$ cat src/rtl/fetch_pkg.sv
// Shared types and constants for the instruction-fetch stage.
package fetch_pkg;

  // Fetch sequencing states: issue a request, wait for its response, hold it under stall.
  typedef enum logic [1:0] {
    S_REQ  = 2'd0,
    S_WAIT = 2'd1,
    S_HOLD = 2'd2
  } fetch_state_t;

  // Bubble encoding: addi x0,x0,0.
  localparam logic [31:0] DEFAULT_NOP_INSTR = 32'h0000_0013;

  // PC value after reset unless the instance overrides it.
  localparam logic [31:0] DEFAULT_RESET_PC = 32'h0000_0000;

endpackage

$ cat src/rtl/fetch_unit_if.sv
// Instruction-memory request/grant/response handshake.
interface fetch_unit_if;

  logic        req;
  logic [31:0] addr;
  logic        gnt;
  logic        rvalid;
  logic [31:0] rdata;

  // Fetch unit side: issues requests, receives grant and response.
  modport master (
    output req,
    output addr,
    input  gnt,
    input  rvalid,
    input  rdata
  );

  // Memory side: accepts requests, returns grant and response.
  modport slave (
    input  req,
    input  addr,
    output gnt,
    output rvalid,
    output rdata
  );

endinterface

$ cat src/rtl/fetch_unit.sv
// Instruction-fetch stage: owns the PC, keeps one request outstanding to
// instruction memory, and feeds IF/ID with an instruction or a NOP bubble.
// Returned instructions are buffered across stalls; redirects discard
// wrong-path fetches, including a response still in flight.
module fetch_unit
  import fetch_pkg::*;
#(
  parameter logic [31:0] RESET_PC  = DEFAULT_RESET_PC,
  parameter logic [31:0] NOP_INSTR = DEFAULT_NOP_INSTR
) (
  input  logic               clk,
  input  logic               reset_n,
  input  logic               stall,
  input  logic               redirect,
  input  logic [31:0]        redirect_pc,
  fetch_unit_if.master       imem,
  output logic               valid_out,
  output logic [31:0]        pc_out,
  output logic [31:0]        pc4_out,
  output logic [31:0]        instr_out
);

  fetch_state_t state;
  logic [31:0]  pc;
  logic [31:0]  hold_buf;
  logic         drop;
  logic [31:0]  pc_plus4;

  // The adder wraps modulo 2^32, so 0xFFFF_FFFC advances to 0.
  assign pc_plus4 = pc + 32'd4;

  // Request and presentation logic; depends only on state and control
  // inputs for imem.req, never on imem.rdata.
  always_comb begin
    imem.req  = 1'b0;
    imem.addr = pc;
    valid_out = 1'b0;
    instr_out = NOP_INSTR;
    pc_out    = pc;
    pc4_out   = pc_plus4;
    case (state)
      S_REQ: begin
        imem.req = !redirect;
      end
      S_WAIT: begin
        // A live response is shown only when IF/ID will take it this cycle.
        if (imem.rvalid && !drop && !redirect && !stall) begin
          valid_out = 1'b1;
          instr_out = imem.rdata;
        end else begin
          valid_out = 1'b0;
        end
      end
      S_HOLD: begin
        if (!redirect) begin
          valid_out = 1'b1;
          instr_out = hold_buf;
        end else begin
          valid_out = 1'b0;
        end
      end
      default: begin
        imem.req  = 1'b0;
        valid_out = 1'b0;
      end
    endcase
  end

  // Fetch sequencer: PC, state, hold buffer and the stale-response drop flag.
  always_ff @(posedge clk or negedge reset_n) begin
    if (!reset_n) begin
      state    <= S_REQ;
      pc       <= RESET_PC;
      hold_buf <= NOP_INSTR;
      drop     <= 1'b0;
    end else begin
      case (state)
        S_REQ: begin
          if (redirect) begin
            pc <= redirect_pc;
          end else if (imem.gnt) begin
            state <= S_WAIT;
          end
        end
        S_WAIT: begin
          if (imem.rvalid) begin
            if (drop || redirect) begin
              drop  <= 1'b0;
              state <= S_REQ;
              if (redirect) begin
                pc <= redirect_pc;
              end
            end else if (!stall) begin
              pc    <= pc_plus4;
              state <= S_REQ;
            end else begin
              hold_buf <= imem.rdata;
              state    <= S_HOLD;
            end
          end else if (redirect) begin
            // The in-flight response belongs to the old path; mark it for discard.
            pc   <= redirect_pc;
            drop <= 1'b1;
          end
        end
        S_HOLD: begin
          if (redirect) begin
            pc    <= redirect_pc;
            state <= S_REQ;
          end else if (!stall) begin
            pc    <= pc_plus4;
            state <= S_REQ;
          end
        end
        default: begin
          state <= S_REQ;
          drop  <= 1'b0;
        end
      endcase
    end
  end

endmodule
$ cat src/flat_wrapper.sv
// flat-port wrapper written by rule: the top's interface ports become plain ports
module fetch_unit_flat import fetch_pkg::*;
#(
  parameter logic [31:0] RESET_PC  = DEFAULT_RESET_PC,
  parameter logic [31:0] NOP_INSTR = DEFAULT_NOP_INSTR
)
  (clk, reset_n, stall, redirect, redirect_pc, valid_out, pc_out, pc4_out, instr_out, imem_req, imem_addr, imem_gnt, imem_rvalid, imem_rdata);
  fetch_unit_if imem_i ();
  input  logic clk;
  input  logic reset_n;
  input  logic stall;
  input  logic redirect;
  input  logic [31:0] redirect_pc;
  output logic valid_out;
  output logic [31:0] pc_out;
  output logic [31:0] pc4_out;
  output logic [31:0] instr_out;
  output wire logic [$bits(imem_i.req)-1:0] imem_req;
  output wire logic [$bits(imem_i.addr)-1:0] imem_addr;
  input wire logic [$bits(imem_i.gnt)-1:0] imem_gnt;
  input wire logic [$bits(imem_i.rvalid)-1:0] imem_rvalid;
  input wire logic [$bits(imem_i.rdata)-1:0] imem_rdata;
  assign imem_req = imem_i.req;
  assign imem_addr = imem_i.addr;
  assign imem_i.gnt = imem_gnt;
  assign imem_i.rvalid = imem_rvalid;
  assign imem_i.rdata = imem_rdata;
  fetch_unit #(.RESET_PC(RESET_PC), .NOP_INSTR(NOP_INSTR)) u_core (.clk(clk), .reset_n(reset_n), .stall(stall), .redirect(redirect), .redirect_pc(redirect_pc), .imem(imem_i), .valid_out(valid_out), .pc_out(pc_out), .pc4_out(pc4_out), .instr_out(instr_out));
endmodule
$ cat config.mk
export PLATFORM = sky130hd
export DESIGN_NAME = fetch_unit_flat
export DESIGN_NICKNAME = d
export VERILOG_FILES = /design/src/rtl/fetch_pkg.sv /design/src/rtl/fetch_unit_if.sv /design/src/rtl/fetch_unit.sv /design/src/flat_wrapper.sv
export SDC_FILE = /design/constraint.sdc
export NUM_CORES = 1
export LEC_CHECK = 0
export CAP_MARGIN = 20
export CORE_ASPECT_RATIO = 1.5
export CORE_MARGIN = 2
export CORE_UTILIZATION = 30
export DETAILED_ROUTE_END_ITERATION = 10
export HOLD_SLACK_MARGIN = 0.08
export PLACE_DENSITY = 0.59
export SYNTH_ARGS = -nofsm -noshare
export SYNTH_HDL_FRONTEND = slang
export SYNTH_SLANG_ARGS = --single-unit
$ cat constraint.sdc
create_clock -name clk -period 1.9 [get_ports clk]
set_input_delay 0.38 -clock clk [delete_from_list [all_inputs] [get_ports clk]]
set_output_delay 0.38 -clock clk [all_outputs]
set_load 0.03 [all_outputs]
# == Word level (Yosys, flattened, before mapping) ==
# Cells that the tools add are included.
# totals
ff_bits,67
word_cells,53
# op_classes
n_addsub,1
bitwise,2
eq_ne,8
reduce_logical,13
muxes,25
# ops
op,count
32-bit two-way mux,7
32-bit case mux with 3 select lines,1
32-bit case mux with 2 select lines,1
"32-bit by 3-bit adder with 32-bit output, second input constant",1
2-bit two-way mux,7
4-bit AND reduction,2
1-bit two-way mux,6
"2-bit != test, second input constant",3
"3-bit != test, second input constant",2
2-bit case mux with 3 select lines,1
1-bit case mux with 2 select lines,2
1-bit logical AND,3
1-bit zero test,3
"3-bit by 2-bit != test with 1-bit output, second input constant",1
3-bit AND reduction,1
3-bit nonzero test,1
"2-bit by 1-bit == test with 1-bit output, second input constant",1
"2-bit == test, second input constant",1
2-bit zero test,1
1-bit NOT,2
2-bit OR reduction,1
1-bit logical OR,1

# == Logic depth before layout (Yosys ltp) ==
# logic_depth
word_depth,6
ltp_mapped,9
depth_no_buf,7

# == Least setup slack after synthesis ==
# No wires, ideal clock.
# synth_path
kind,register -> output
startpoint,register u_core.pc[6] (netlist: u_core.imem.addr[6])
endpoint,output pc4_out[25]
n_path_buf,1
path_stages_with_launch,7
required_time_ns,1.520
arrival_time_ns,2.292
setup_slack_ns,-0.772
path_cell_list,dfrtp_1 buf_2 nand4_1 nor3_2 nand4_1 or3_1 xnor2_1
# synth_via
elab_chain_cells,1
# synth_rtl
item,line_no,rtl
"start, declared",fetch_unit.sv:24,logic [31:0] pc;
"start signal, assigned",fetch_unit.sv:80,pc <= redirect_pc;
"start signal, assigned",fetch_unit.sv:91,pc <= redirect_pc;
"start signal, assigned",fetch_unit.sv:94,pc <= pc_plus4;
32-bit by 3-bit adder with 32-bit output,fetch_unit.sv:30,assign pc_plus4 = pc + 32'd4;
"end, declared",flat_wrapper.sv:16,output logic [31:0] pc4_out;
# Every way passes these cells.

# == Final worst setup path ==
# layout_path
startpoint,register u_core.pc[3] (netlist: u_core.imem.addr[3])
endpoint,output pc4_out[25]
# The elaborated chain is that of the path after synthesis.

==> results.py <==
metrics = {
    "setup_path": {
        "cp_max_fo": 3,
        "startpoint_type": "register",
        "cp.buffers_inverters": 1,
        "critPathCaptureType": "output pin",
        "worstPathArrival_ps": 2070,
        "cp.required_ps": 1520,
        "worst_path_most_repeated_cell": "nand4_1",
        "max_stage_delay_ps": 400,
        "cpLargestDelayFamily": "simple AND/OR/NAND/NOR gates",
        "slowest_stage": "or3_4",
        "reg2reg_slack_ps": -270,
        "worstSetupPathType": "register to output pin",
        "crit_chain": "nand4_1, nor3_4, nand4_1, or3_4, xnor2_4, buf_6",
    },
    "place": {
        "dp_hpwl_um": 14600,
        "placedInstanceArea_sq_um": 8690,
        "placedCellCount": 1027,
        "io_buffer_count": 199,
        "gp_congestion": 0.908,
    },
    "power_and_ir_drop": {
        "power_density_nw_per_um2": 1460,
        "pwr-share-clk": 0.102,
        "p_seq_frac": 0.179,
        "comb_power_share": 0.720,
        "vdd_drop_max_mv": 1.07,
        "switching_share": 0.476,
        "p_leak_uw": 0.00433,
        "p_sw_uw": 7320,
        "p_int_uw": 8040,
    },
    "timing": {
        "slew_headroom": 0.703,
        "worstMarginPinSlew_ps": 446,
        "finalCritPeriodShare": 1.29,
        "final_max_slew_viol_count": 0,
        "hold_ws_ps": 529,
        "clock.fmax_mhz": 408,
        "grt_setup_unrepaired": "yes",
        "finalCriticalPeriod_ps": 2450,
        "finalClockSkew_ps": 9.84,
        "finalSetupViolCount": 91,
        "worst_slack_ps": -552,
        "final_hold_viol_count": 0,
    },
    "layout": {
        "area_delta_synth_final_pct": 110,
        "n_antenna_cell": 0,
        "final_util": 0.646,
        "finalNonFillerCells": 1095,
        "fill_cells": 1268,
        "fin_nets": 959,
        "drive_gt1_frac": 0.585,
        "design_area_sq_um": 10500,
    },
    "floorplan": {
        "coreArea_sq_um": 16300,
        "dieArea_sq_um": 17700,
        "ios": 200,
        "rows": 57,
        "die_y_um": 162,
        "die_width_um": 109,
        "initial_core_util": 0.308,
    },
    "clocking": {
        "numCtsBuffers": 9,
        "cts_root_buffer": "clkbuf_16",
        "clockBufferDepth": 2,
        "cts.sinks": 67,
        "insertion_delay_ps": 340,
        "clkTransAtPathRegs_ps": 60,
        "h-tree-depth": 3,
        "tritoncts": "yes",
    },
    "detailed_routing": {
        "via_per_inst": 5.43,
        "drc": 0,
        "ant_nets": 0,
        "drt_wl_total_um": 21800,
        "dr.pass1.iters": 6,
        "wire_per_inst_um": 19.9,
        "vias": 5951,
        "drt_iter0_markers": 212,
    },
    "yosys": {
        "syn_nets": 655,
        "ys.warnings.count": 0,
        "yosysSeqAreaShare": 0.336,
        "ys.flop_type": "dfrtp_1",
        "ys_types": 63,
        "yosys_register_bits": 67,
        "synth-edff-count": 0,
        "synthArstFlopShare": 1.00,
        "syn_area_per_cell_sq_um": 8.62,
        "syn-instance-count": 580,
        "syn_area_sq_um": 5000,
    },
    "global_route": {
        "grt_pass1_wl_um": 32900,
        "antenna_found_initial": 0,
        "grt_usage": 0.239,
        "globalRouteMet1Util": 0.269,
        "grt_max_degree": 68,
        "grt.met2_usage": 0.450,
        "grt_pass1_vias": 6164,
        "busiest_layer": "met2",
        "grtUsageMet3": 0.0381,
        "overflow": 0,
    },
    "worst_hold_path": {
        "min_path_type": "register to register",
    },
    "run_status": {
        "violations": "setup timing",
        "status": "finished, violations left",
    },
    "run": {
        "drv_cap": 0,
    },
}
-- cell usage in the layout (no fill, tap or decap), drive strengths merged, types with 7 or more instances in the layout --
cell             n
a21oi           20
a22oi           38
and3             7
buf            236
clkbuf          14
clkdlybuf4s50   69
dfrtp           64
dlygate4sd2     58
inv             12
mux2            36
nand2           39
nand2b           7
nand3           30
nand4           16
nor2            59
o21ai           32
o311ai          13
xnor2           24
xor2             9
-- repair_timing --
| action | CTS | global route |
|---|---|---|
| setup buffers | 29 | 23 |
| pin swaps | 105 | 62 |
| hold buffers | 1 | 0 |
| setup endpoints to repair | 185 | 117 |
| hold endpoints to repair | 4 | 0 |
| gates resized for setup | 279 | 77 |
| gates cloned | 9 | 1 |
-- sequential cells by signal (all words and copies together) (netlist names) --
name              cells
u_core.drop           1
u_core.hold_buf      32
u_core.imem.addr     32
u_core.state          2
-- power by group through the flow --
stage	combinational, uW	clock (uW)	sequential, uW
final	11100	1560	2750
after global routing	11600	1660	2820
after CTS	10400	1600	2710
after detailed placement	9680	0	2740
after global placement	9570	0	2690
after floorplan	5250	0	3320
-- worst reg2reg max path, stage by stage, from the launching register on --
cell and delay, ps:
dfrtp_1 400, buf_6 130, ha_4 150, buf_6 110, nor2b_4 130, buf_6 140
buf_6 120, or2_4 270, buf_6 150, a22o_1 210, nand2b_4 130, nor2b_1 120
-- stage by stage --
stage,total power (uW),setup TNS [ps],worst slack (ps)
floorplan,8570,-8510,-389
global placement,12300,-50710,-719
detailed placement,12400,-54840,-780
CTS,14800,-30740,-541
global route,16100,-33590,-607
finish,15400,-28120,-552
-- synthesized netlist by cell type (5+ instances only) --
| cell | count | area share |
|---|---|---|
| o311ai_0 | 7 | 0.012 |
| mux2_2 | 36 | 0.081 |
| nand4_1 | 15 | 0.019 |
| o22ai_1 | 6 | 0.0075 |
| o21ai_0 | 25 | 0.025 |
| nand2b_1 | 7 | 0.0088 |
| buf_4 | 37 | 0.056 |
| xnor2_1 | 24 | 0.042 |
| and3_1 | 7 | 0.0088 |
| nor2_1 | 59 | 0.044 |
| dfrtp_1 | 64 | 0.32 |
| nand3_1 | 30 | 0.030 |
| inv_1 | 13 | 0.0098 |
| o21ai_1 | 6 | 0.0060 |
| a22oi_1 | 38 | 0.057 |
| a221oi_1 | 6 | 0.011 |
| xor2_1 | 9 | 0.016 |
| a21oi_1 | 20 | 0.020 |
| o311ai_1 | 6 | 0.011 |
| clkbuf_1 | 31 | 0.023 |
| buf_2 | 12 | 0.012 |
| o211ai_1 | 5 | 0.0075 |
| o31ai_1 | 5 | 0.0075 |
| ha_1 | 5 | 0.013 |
| nand2_1 | 39 | 0.029 |
-- cells by family (layout without fill, tap and decap cells) --
| group | count (synthesis) | count (layout) | share of synthesized area |
|---|---|---|---|
| and+or+nand+nor | 192 | 192 | 0.200 |
| AOI/OAI and AO/OA | 151 | 152 | 0.209 |
| buffers and inverters | 95 | 403 | 0.102 |
| DFF | 67 | 67 | 0.336 |
| muxes | 37 | 37 | 0.0830 |
| xor gates and xnor gates | 33 | 33 | 0.0578 |
| adders and majority gates | 5 | 5 | 0.0125 |
-- worst paths after layout --
kind                                        end  cells after the start           startpoint
max in group asynchronous   u_core.imem.addr[6]                      3              reset_n
setup reg to reg            u_core.imem.addr[3]                     11      u_core.state[1]
hold / removal              u_core.hold_buf[14]                      1  u_core.hold_buf[14]
setup / recovery                    pc4_out[25]                      6  u_core.imem.addr[3]
hold reg to reg             u_core.hold_buf[14]                      1  u_core.hold_buf[14]
min in group asynchronous  u_core.imem.addr[10]                      3              reset_n
-- layout make-up --
class,count,area [sq um],share of cell area
Clock buffer,9,225,0.0214
Clock inverter,7,45.0,0.00429
Inverter,13,57.6,0.00548
Multi-Input combinational cell,419,4350,0.414
Sequential cell,67,1710,0.163
Tap cell,206,258,0.0245
Timing Repair Buffer,374,3860,0.367
-- per-layer routing --
metal / part of all wire / up-vias
met5: 0 / -
met3: 0.060 / 39
met2: 0.55 / 234
met1: 0.36 / 2963
li1: - / 2715
met4: 0.026 / 0
Note: power is estimated with default switching activity, not from simulation.
